`src/rtl/camerica_pkg.sv`:
```
// Shared types and constants for the camera-bus transmitter.
package camerica_pkg;

    localparam int PIXEL_W = 12;
    localparam logic [PIXEL_W-1:0] PAT_CONST_VALUE = 12'hA5A;

    typedef enum logic [1:0] {
        PAT_RAMP    = 2'd0,
        PAT_CHECKER = 2'd1,
        PAT_EXT     = 2'd2,
        PAT_CONST   = 2'd3
    } pattern_t;

    typedef enum logic {
        ST_IDLE = 1'b0,
        ST_RUN  = 1'b1
    } state_t;

endpackage

```
`src/rtl/cam_tx_clkgen.sv`:
```
// Divides clk into cam_clk; update_o marks the clk cycle in which cam_clk falls.
module cam_tx_clkgen #(
    parameter int CLK_DIV = 2
) (
    input  logic clk_i,
    input  logic rst_ni,
    output logic cam_clk_o,
    output logic update_o
);
    localparam int DIV_W = (CLK_DIV > 1) ? $clog2(CLK_DIV) : 1;

    logic [DIV_W-1:0] div_cnt_q, div_cnt_d;
    logic             cam_clk_q, cam_clk_d;
    logic             wrap;

    always_comb begin
        wrap      = (div_cnt_q == DIV_W'(CLK_DIV - 1));
        div_cnt_d = wrap ? '0 : div_cnt_q + 1'b1;
        cam_clk_d = wrap ? ~cam_clk_q : cam_clk_q;
    end

    always_ff @(posedge clk_i or negedge rst_ni) begin
        if (!rst_ni) begin
            div_cnt_q <= '0;
            cam_clk_q <= 1'b0;
        end else begin
            div_cnt_q <= div_cnt_d;
            cam_clk_q <= cam_clk_d;
        end
    end

    assign cam_clk_o = cam_clk_q;
    assign update_o  = wrap & cam_clk_q;

endmodule

```
`src/rtl/cam_tx.sv`:
```
// Camera-bus transmitter: raster timing, test patterns or external stream,
// with outputs launched on falling cam_clk so the receiver samples them on rising.
module cam_tx
    import camerica_pkg::*;
#(
    parameter int H_ACTIVE = 320,
    parameter int H_BLANK  = 32,
    parameter int V_ACTIVE = 256,
    parameter int V_BLANK  = 8,
    parameter int CLK_DIV  = 2
) (
    input  logic               clk,
    input  logic               rst,
    input  logic               enable,
    input  logic [1:0]         pattern,
    input  logic [PIXEL_W-1:0] src_pixel,
    input  logic               src_valid,
    output logic               src_ready,
    output logic               cam_clk,
    output logic [PIXEL_W-1:0] cam_pixel,
    output logic               cam_hsync,
    output logic               cam_vsync,
    output logic               busy,
    output logic               frame_done,
    output logic               underflow,
    output logic [15:0]        frame_count
);
    localparam int H_TOT = H_ACTIVE + H_BLANK;
    localparam int V_TOT = V_ACTIVE + V_BLANK;
    localparam int H_W   = (H_TOT > 1) ? $clog2(H_TOT) : 1;
    localparam int V_W   = (V_TOT > 1) ? $clog2(V_TOT) : 1;

    logic update;

    cam_tx_clkgen #(.CLK_DIV(CLK_DIV)) u_clkgen (
        .clk_i    (clk),
        .rst_ni   (rst),
        .cam_clk_o(cam_clk),
        .update_o (update)
    );

    state_t             state_q, state_d;
    pattern_t           pat_q, pat_d;
    logic [H_W-1:0]     h_cnt_q, h_cnt_d;
    logic [V_W-1:0]     v_cnt_q, v_cnt_d;
    logic               pend_q, pend_d;
    logic [PIXEL_W-1:0] pix_q, pix_d;
    logic               hs_q, hs_d;
    logic               vs_q, vs_d;
    logic               fd_q, fd_d;
    logic               uf_q, uf_d;
    logic [15:0]        frame_count_q, frame_count_d;

    logic               start, emit, vis, vact, rdy;
    logic [H_W-1:0]     eh;
    logic [V_W-1:0]     ev;
    pattern_t           epat;
    logic [PIXEL_W-1:0] pat_pix;

    always_comb begin
        state_d       = state_q;
        pat_d         = pat_q;
        h_cnt_d       = h_cnt_q;
        v_cnt_d       = v_cnt_q;
        pend_d        = pend_q;
        pix_d         = pix_q;
        hs_d          = hs_q;
        vs_d          = vs_q;
        fd_d          = 1'b0;
        uf_d          = uf_q;
        frame_count_d = frame_count_q;
        start         = 1'b0;
        emit          = 1'b0;
        rdy           = 1'b0;
        eh            = h_cnt_q;
        ev            = v_cnt_q;
        epat          = pat_q;

        // pend_q: the last slot of the frame is on the bus; the frame closes at the next update
        if (update) begin
            case (state_q)
                ST_IDLE: start = enable;
                ST_RUN: begin
                    if (pend_q) begin
                        fd_d          = 1'b1;
                        frame_count_d = frame_count_q + 16'd1;
                        start         = enable;
                        if (!enable) begin
                            state_d = ST_IDLE;
                            pend_d  = 1'b0;
                            pix_d   = '0;
                            hs_d    = 1'b0;
                            vs_d    = 1'b0;
                        end
                    end else begin
                        emit = 1'b1;
                    end
                end
                default: state_d = ST_IDLE;
            endcase
            if (start) begin
                state_d = ST_RUN;
                pend_d  = 1'b0;
                pat_d   = pattern_t'(pattern);
                epat    = pattern_t'(pattern);
                eh      = '0;
                ev      = '0;
                emit    = 1'b1;
            end
        end

        vact = (int'(ev) < V_ACTIVE);
        vis  = vact && (int'(eh) < H_ACTIVE);

        case (epat)
            PAT_RAMP:    pat_pix = PIXEL_W'((int'(eh) + 4 * int'(ev)) % 4096);
            PAT_CHECKER: pat_pix = (((int'(eh) / 8) % 2) != ((int'(ev) / 8) % 2)) ? 12'hFFF : 12'h000;
            PAT_EXT:     pat_pix = src_valid ? src_pixel : '0;
            default:     pat_pix = PAT_CONST_VALUE;
        endcase

        if (emit) begin
            rdy  = vis && (epat == PAT_EXT);
            hs_d = vis;
            vs_d = vact;
            pix_d = vis ? pat_pix : '0;
            if (rdy && !src_valid) uf_d = 1'b1;
            if (int'(eh) == H_TOT - 1) begin
                h_cnt_d = '0;
                if (int'(ev) == V_TOT - 1) begin
                    v_cnt_d = '0;
                    pend_d  = 1'b1;
                end else begin
                    v_cnt_d = ev + 1'b1;
                end
            end else begin
                h_cnt_d = eh + 1'b1;
            end
        end
    end

    always_ff @(posedge clk or negedge rst) begin
        if (!rst) begin
            state_q       <= ST_IDLE;
            pat_q         <= PAT_RAMP;
            h_cnt_q       <= '0;
            v_cnt_q       <= '0;
            pend_q        <= 1'b0;
            pix_q         <= '0;
            hs_q          <= 1'b0;
            vs_q          <= 1'b0;
            fd_q          <= 1'b0;
            uf_q          <= 1'b0;
            frame_count_q <= '0;
        end else begin
            state_q       <= state_d;
            pat_q         <= pat_d;
            h_cnt_q       <= h_cnt_d;
            v_cnt_q       <= v_cnt_d;
            pend_q        <= pend_d;
            pix_q         <= pix_d;
            hs_q          <= hs_d;
            vs_q          <= vs_d;
            fd_q          <= fd_d;
            uf_q          <= uf_d;
            frame_count_q <= frame_count_d;
        end
    end

    assign src_ready   = rdy;
    assign cam_pixel   = pix_q;
    assign cam_hsync   = hs_q;
    assign cam_vsync   = vs_q;
    assign busy        = (state_q == ST_RUN);
    assign frame_done  = fd_q;
    assign underflow   = uf_q;
    assign frame_count = frame_count_q;

endmodule

```
`config.mk`:
```
export PLATFORM = sky130hd
export DESIGN_NAME = cam_tx
export DESIGN_NICKNAME = d
export VERILOG_FILES = /design/src/rtl/camerica_pkg.sv /design/src/rtl/cam_tx_clkgen.sv /design/src/rtl/cam_tx.sv
export SDC_FILE = /design/constraint.sdc
export NUM_CORES = 1
export LEC_CHECK = 0
export BUFFER_PORTS_ARGS = -buffer_cell sky130_fd_sc_hd__buf_2
export CELL_PAD_IN_SITES_DETAIL_PLACEMENT = 1
export CELL_PAD_IN_SITES_GLOBAL_PLACEMENT = 2
export CORE_AREA = 2 2 96 117
export CTS_BUF_LIST = sky130_fd_sc_hd__clkbuf_8
export DETAILED_ROUTE_END_ITERATION = 10
export DIE_AREA = 0 0 98 119
export GPL_ROUTABILITY_DRIVEN = 0
export PLACE_DENSITY = 0.74
export REMOVE_ABC_BUFFERS = 1
export SYNTH_ARGS = -nofsm -noshare
export SYNTH_HDL_FRONTEND = slang
export SYNTH_SLANG_ARGS = --single-unit
```
`constraint.sdc`:
```
create_clock -name clk -period 2.52 [get_ports clk]
set_input_delay 0 -clock clk [delete_from_list [all_inputs] [get_ports clk]]
set_output_delay 0 -clock clk [all_outputs]
set_load 0.01 [all_outputs]
```
# Yosys cells after proc, flatten, opt, wreduce, memory -nomap -nowiden
# Cells that the tools add are included.
# op_classes
n_addsub	5
n_lt_le_gt_ge	2
n_eq_ne	6
mux	46
n_bitwise	3
n_reduce_logical	12
# op_table
operator	n
12-bit 2-to-1 mux	8
9-bit 2-to-1 mux	6
12-bit one-hot mux with 3 select lines	1
1-bit 2-to-1 mux	28
9-bit by 1-bit adder with 9-bit output (second input constant)	2
9-bit == test (second input constant)	2
9-bit less-than comparator (second input constant)	2
16-bit by 1-bit adder with 16-bit output (second input constant)	1
9-bit by 11-bit adder with 12-bit output	1
2-bit nonzero test	3
2-bit 2-to-1 mux	2
2-bit AND reduction	2
4-bit AND reduction	1
1-bit logical AND	3
3-bit AND reduction	1
2-bit by 1-bit == test with 1-bit output (second input constant)	1
2-bit == test (second input constant)	1
2-bit zero test	1
2-bit by 1-bit inequality test with 1-bit output (second input constant)	1
1-bit inverter	2
1-bit one-hot mux with 2 select lines	1
1-bit adder (second input constant)	1
1-bit bitwise AND	1
1-bit zero test	1
1-bit inequality test	1
# totals
regBits	56
in_bits	18
out_inout_bits	35
wordCells	87

# Logic depth before layout (Yosys ltp)
# Gate-level depths: netlist of the first run.
# logic_depth
ltp_word	10
ltp_mapped	12
depth_no_buf	10

# By module
# From an unflattened synthesis of the first run, not the netlist that was laid out.
# unflattened
hier_cells	328
hier_area_um2	3109.2
# by_module_without_submodules
module	n_inst	cells_per_inst	area_per_inst_um2
cam_tx	1	323	3039.2
cam_tx_clkgen	1	5	70.1

# Worst setup path before layout of the first run
# Ideal clock, no wire load.
# synth_path
path_kind	reg-to-reg
start	reg state_q (netlist: busy)
end	reg pix_q[8] (netlist: cam_pixel[8])
setup_time_ns	0.138
arrival_ns	2.709
t_required_ns	2.382
path_slack_ns	-0.327
path_stages_with_launch	12
n_path_buf	2
period_less_slack_ns	2.847
path_cell_list	dfrtp_1 and2b_2 nor3_4 buf_2 buf_2 nor2_1 ha_1 and2_1 a211o_1 a221o_1 xnor2_1 o221ai_1
# synth_between
elab_chain_len	10
elab_cells_between_ends	29
classes_between	1 x add/sub; 2 x order compare; 4 x eq/ne; 15 x mux; 1 x bitwise; 6 x reduce/logical
# synth_rtl
element	line_no	text
start, declared	cam_tx.sv:42	state_t state_q, state_d;
start signal, assigned	cam_tx.sv:156	state_q <= state_d;
parallel branches: the longest is 10 deep, another holds 9-bit by 11-bit adder with 12-bit output	n/a	
end signal, assigned	cam_tx.sv:161	pix_q <= pix_d;
end, declared	cam_tx.sv:47	logic [PIXEL_W-1:0] pix_q, pix_d;
# Parallel ways; which one is timed is not known. The select of a mux whose other input is x is not followed.
# A chain may end at the register's enable or synchronous reset.

# Worst setup path after layout of the first run
# Ends and elaborated chain as after synthesis.

==> results.yml, run 1 <==
outcome:
  violations: "negative setup slack"
  status: "finished, violations left"
place:
  post_dp_cell_area_um2: 4126
  dp_slack_ns: -0.03150
  dp.cells: 579
  numPortBuffers: 52
  place.detailed.hpwl_mm: 7.800
global_routing:
  overflow: 0
  grt_max_degree: 37
  grt_pass1_wl_mm: 16.89
  grt_pass1_vias: 3354
  gr-usage-all-layers_pct: 17.89
  antenna_found_initial: 0
cells_and_area:
  instances_no_fill: 592
  design_area_um2: 4323
  layout_commonest_cell: "dfrtp_1"
  n_antenna_cell: 0
  drive_gt1_share_pct: 30.00
  mostFrequentLayoutCells: "dfrtp_1, buf_2, buf_4"
  fin_nets: 487
  area_delta_synth_final_pct: 27.44
timing:
  min_period_ns: 2.566
  slew_headroom_pct: 42.21
  fmax_ghz: 0.3897
  hold_slack_ns: 0.02139
  hold_viol: 0
  fin_worst_skew_ns: 0.01418
  setup_ws_ns: -0.04622
  finalSetupViolCount: 2
  worst_slew_pin_slew_ns: 0.8669
  rsz0062_at_grt: "true"
  maxSlewViolCount: 0
  setup_tns_ns: -0.04879
  min_period_over_period_pct: 101.8
logic_synthesis:
  synth.avg_cell_area_um2: 9.448
  synth_area_leaders: "dfrtp_1, nand2_1, xor2_1"
  ys_seq_area_share_pct: 41.31
  synth-edff-count: 0
  synth_top_area_share_pct: 41.31
  synth_flop_cell: "dfrtp_1"
  ys_types: 67
  syn_area_um2: 3392
  ys_ff_latch: 56
  synth_cells: 359
  yosysTopAreaCell: "dfrtp_1"
  synth-warning-count: 0
  async_flop_share_pct: 100.0
power_and_ir_drop:
  leakagePower_uw: 0.002067
  power.density_nw_per_um2: 369.8
  peakVddDrop_mv: 0.2109
clock_tree:
  cts_buffer_depth: 2
  clock_sinks: 56
  cts_buffers: 5
  clk_pin_slew_ns: 0.11
  clkLatencyLatePin_ns: 0.34
  htreeDepth: 2
  cts-root-buf: "clkbuf_8"
  cts_tree: "done"
routing:
  drt-vias-per-instance: 5.314
  drt-pass1-iter-count: 4
  vias: 3146
  drc: 0
  drt_iter0_drc: 145
  wl_per_cell_um: 17.18
  ant_nets: 0
  wl_mm: 10.17
setup_path:
  cp-start-kind: "flop"
  cp_top_family: "compound AO/OA/AOI/OAI gates"
  path_buf_inv: 1
  cp-end-kind: "flop"
  reg2regPathDepth: 10
  reg2reg_setup_slack_ns: -0.05
  slowest_delay_ns: 0.41
  path_max_fanout: 5
  r2r_start: "busy"
  worstReg2RegEnd: "cam_pixel[8]"
  crit_arrival_ns: 2.76
  cp_data_required_time_ns: 2.72
  slowest_stage: "dfrtp_1"
  worstSetupPathType: "reg -> reg"
  worstPathCellList: "buf_6, and2b_2, nor3_4, nor2_1, ha_1, and2_4, a211o_1, a221o_1, xnor2_1, o221ai_1"
flow_run:
  maxCapViolCount: 0
floorplanning:
  die-area_um2: 11660
  core_um2: 10670
  die_w_um: 98
  io_pins: 53
  fp.dieH_um: 119
  initial_utilization_pct: 31.80
  num_rows: 42
hold_path:
  hold_end: "cam_pixel[4]"
  min_path_type: "in -> reg"
  min_path_cells: 3
  hp-start: "src_pixel[4]"
==> cell type report <==
cell class                      count  area, um^2
Clock buffer                        5       68.82
Clock inverter                      3       25.02
Fill cell                        1244        6345
Inverter                            9       33.78
Multi-Input combinational cell    279        1931
Sequential cell                    56        1401
Tap cell                          132       165.2
Timing Repair Buffer              108       698.2
==> cells in the mapped netlist, drive strengths merged (4+ instances only) <==
master  instances
xor2           16
nand3          11
mux2i           4
and2           19
nor2           23
o31ai           5
nor4            5
inv             9
or3             4
nand2b          6
buf             7
a31oi          11
o21ai          15
dfrtp          56
xnor2          10
a21oi          14
and3            8
clkbuf          8
nor3            5
o221ai          5
nand2          43
ha             10
nand4          16
==> sequential cells by signal, summed over array words and instances (netlist names) <==
register            cells
u_clkgen.div_cnt_q      1
h_cnt_q                 9
cam_pixel              12
v_cnt_q                 9
cam_vsync               1
frame_count            16
frame_done              1
underflow               1
u_clkgen.cam_clk_o      1
pat_q                   2
cam_hsync               1
busy                    1
pend_q                  1
==> worst reg2reg max path, cell delays in order, from the launching register on <==
cell and delay [ns]:
dfrtp_1 0.41, buf_6 0.13, and2b_2 0.21, nor3_4 0.23, nor2_1 0.08, ha_1 0.31, and2_4 0.14, a211o_1 0.29
a221o_1 0.33, xnor2_1 0.18, o221ai_1 0.12
==> through the flow <==
stage | utilization [%] | total power [uW]
3_3_place_gp | 38.68 | 1059
2_1_floorplan | - | 989.0
3_5_place_dp | 38.68 | 1062
6_report | 40.52 | 1599
4_1_cts | 39.96 | 1625
5_1_grt | 40.52 | 1671
==> logic make-up (layout without fill, tap and decap cells) <==
| family | count (synthesis) | after routing | synth area share (%) |
|---|---|---|---|
| AO/OA/AOI/OAI | 79 | 79 | 16.34 |
| flip-flops | 56 | 56 | 41.31 |
| buffers and inverters | 24 | 125 | 3.172 |
| adder cells (fa/ha/maj) | 11 | 11 | 3.984 |
| XOR/XNOR | 26 | 26 | 6.713 |
| AND/OR/NAND/NOR | 156 | 156 | 26.30 |
| multiplexers | 7 | 7 | 2.176 |
==> repair_timing <==
action,in CTS,in global routing
hold buffers,4,0
pin swaps,0,12
setup endpoints to repair,2,24
buffers inserted,0,1
resized for setup,2,11
hold endpoints to repair,37,0
==> power by group <==
group	switching, uW	internal [uW]	total, uW
Clock	345	204	550
Sequential	11.8	914	926
Combinational	71.7	51.2	123
==> how the worst max path moves through the flow <==
stage | start | end | slack, ns | depth (start not counted)
finish | busy | cam_pixel[8] | -0.05 | 10
CTS | busy | cam_pixel[8] | -0.06 | 10
detailed placement | busy | cam_pixel[8] | -0.03 | 10
floorplan | u_clkgen.cam_clk_o | cam_pixel[8] | -0.57 | 10
global placement | busy | cam_pixel[8] | 0.05 | 10
global route | busy | cam_pixel[8] | -0.18 | 10
==> layer usage <==
| layer | wire (um) | global-route usage, % |
|---|---|---|
| met4 | 284 | 6.771 |
| met2 | 5103 | 30.52 |
| met3 | 248 | 2.171 |
| met1 | 4533 | 23.09 |
| met5 | 0 | 0 |
Power figures use the tool's default switching activity.
==> run 2, diff against run 1 <==
REMOVE_ABC_BUFFERS = not set   (was 1)
==> results.yml, run 2 (synthesis gave the netlist of run 1 again) <==
floorplanning:
  core_um2: 10670
  die-area_um2: 11660
  num_rows: 42
  initial_utilization_pct: 31.80
  die_w_um: 98
  io_pins: 53
  fp.dieH_um: 119
timing:
  fmax_ghz: 0.3765
  setup_tns_ns: -0.4249
  worst_slew_pin_slew_ns: 0.9147
  hold_viol: 0
  maxSlewViolCount: 0
  slew_headroom_pct: 39.02
  min_period_ns: 2.656
  setup_ws_ns: -0.1358
  finalSetupViolCount: 4
  rsz0062_at_grt: "true"
  hold_slack_ns: 0.01171
  fin_worst_skew_ns: 0.009841
  min_period_over_period_pct: 105.4
global_routing:
  overflow: 0
  antenna_found_initial: 0
  grt_pass1_vias: 3279
  gr-usage-all-layers_pct: 18.25
  grt_pass1_wl_mm: 17.25
  grt_max_degree: 40
routing:
  drc: 0
  vias: 3091
  wl_per_cell_um: 17.81
  drt-vias-per-instance: 5.311
  drt_iter0_drc: 140
  drt-pass1-iter-count: 4
  wl_mm: 10.37
  ant_nets: 0
clock_tree:
  cts_buffer_depth: 2
  clkLatencyLatePin_ns: 0.33
  clock_sinks: 56
  cts_buffers: 5
  cts-root-buf: "clkbuf_8"
  cts_tree: "done"
  clk_pin_slew_ns: 0.11
  htreeDepth: 2
place:
  place.detailed.hpwl_mm: 7.899
  dp_slack_ns: -0.1571
  dp.cells: 566
  numPortBuffers: 52
hold_path:
  min_path_type: "in -> reg"
cells_and_area:
  layout_commonest_cell: "dfrtp_1"
  multi_input_area_um2: 2031
  fin_util_pct: 40.96
  largest_register_ffs: 16
  regArea_um2: 1404
  mostFrequentLayoutCells: "dfrtp_1, buf_2, nand2_1"
  fin_nets: 477
  drive_gt1_share_pct: 32.67
  area_delta_synth_final_pct: 28.81
  fillers: 1257
  instances_no_fill: 582
  n_antenna_cell: 0
setup_path:
  crit_arrival_ns: 2.85
  path_max_fanout: 4
  cp_data_required_time_ns: 2.72
  cp-start-kind: "flop"
  worstSetupPathType: "reg -> reg"
  cp-end-kind: "flop"
power_and_ir_drop:
  peakVddDrop_mv: 0.2056
  leakagePower_uw: 0.002029
  power.density_nw_per_um2: 364.9
logic_synthesis:
  syn_nets: 387
flow_run:
  maxCapViolCount: 0
outcome:
  violations: "negative setup slack"
  status: "finished, violations left"
run 2: cell count changes in the layout (fill, tap and decap cells not counted), moves of 3 or more:
cell / change
buf_4: -13
nor2_1: -5
buf_6: +3
ha_1: -3
nor2_2: +3
run 2: final timing paths:
path / startpoint / end / slack, ns / cells after the start
min in group asynchronous: rst / frame_count[9] / 0.33 / 2
max in group asynchronous: rst / cam_pixel[9] / 1.39 / 3
worst max register to register: busy / cam_pixel[8] / -0.14 / 10
worst min-delay path: src_pixel[9] / cam_pixel[9] / 0.01 / 3
worst min register to register: frame_count[15] / frame_count[15] / 0.47 / 1
worst max-delay path: busy / cam_pixel[8] / -0.14 / 10
run 2: power breakdown:
group	internal (uW)	switching, uW	total [uW]	leakage (uW)
registers	914	11.8	926	0.000700
logic	49.5	74.3	124	0.00128
clock network	205	339	544	0.0000463
total	1170	425	1590	0.00203
run 2: area by class of cell:
class | count | share of cell area, %
inverters | 9 | 0.7732
flip-flops and latches | 56 | 32.13
clock buffers | 5 | 1.575
multi-input cells | 279 | 46.48
well taps | 132 | 3.780
clock inverters | 3 | 0.6300
repair buffers | 98 | 14.63
run 2: metrics by stage:
| step | power (uW) | area, um^2 |
|---|---|---|
| after floorplan | 992.7 | 3423 |
| after global placement | 1060 | 4040 |
| after detailed placement | 1061 | 4040 |
| after CTS | 1621 | 4189 |
| after global routing | 1662 | 4369 |
| final | 1594 | 4369 |
run 2: worst max-delay path, cell delays in order (launching register included):
cell	delay, ns
dfrtp_2	0.45
buf_6	0.13
and2b_2	0.21
nor3_4	0.26
nor2_1	0.10
ha_1	0.23
and2_1	0.21
a211o_1	0.31
a221o_1	0.35
xnor2_1	0.16
o221ai_1	0.11
run 2: timing repair:
item                                   4_1_cts  5_1_grt
hold buffers                                 3        0
resized for setup                            5       31
endpoints found under the hold margin       40        0
pin swaps                                    0       21
setup endpoints to repair                    7       19
buffers inserted                             0        5
run 2: layer usage:
metal	global-route usage (%)	part of all wire [%]	vias up
met1	23.30	44	1532
met2	31.85	52	50
met5	0	0	-
met4	5.990	1.5	0
met3	2.230	2.4	12
li1	-	-	1497
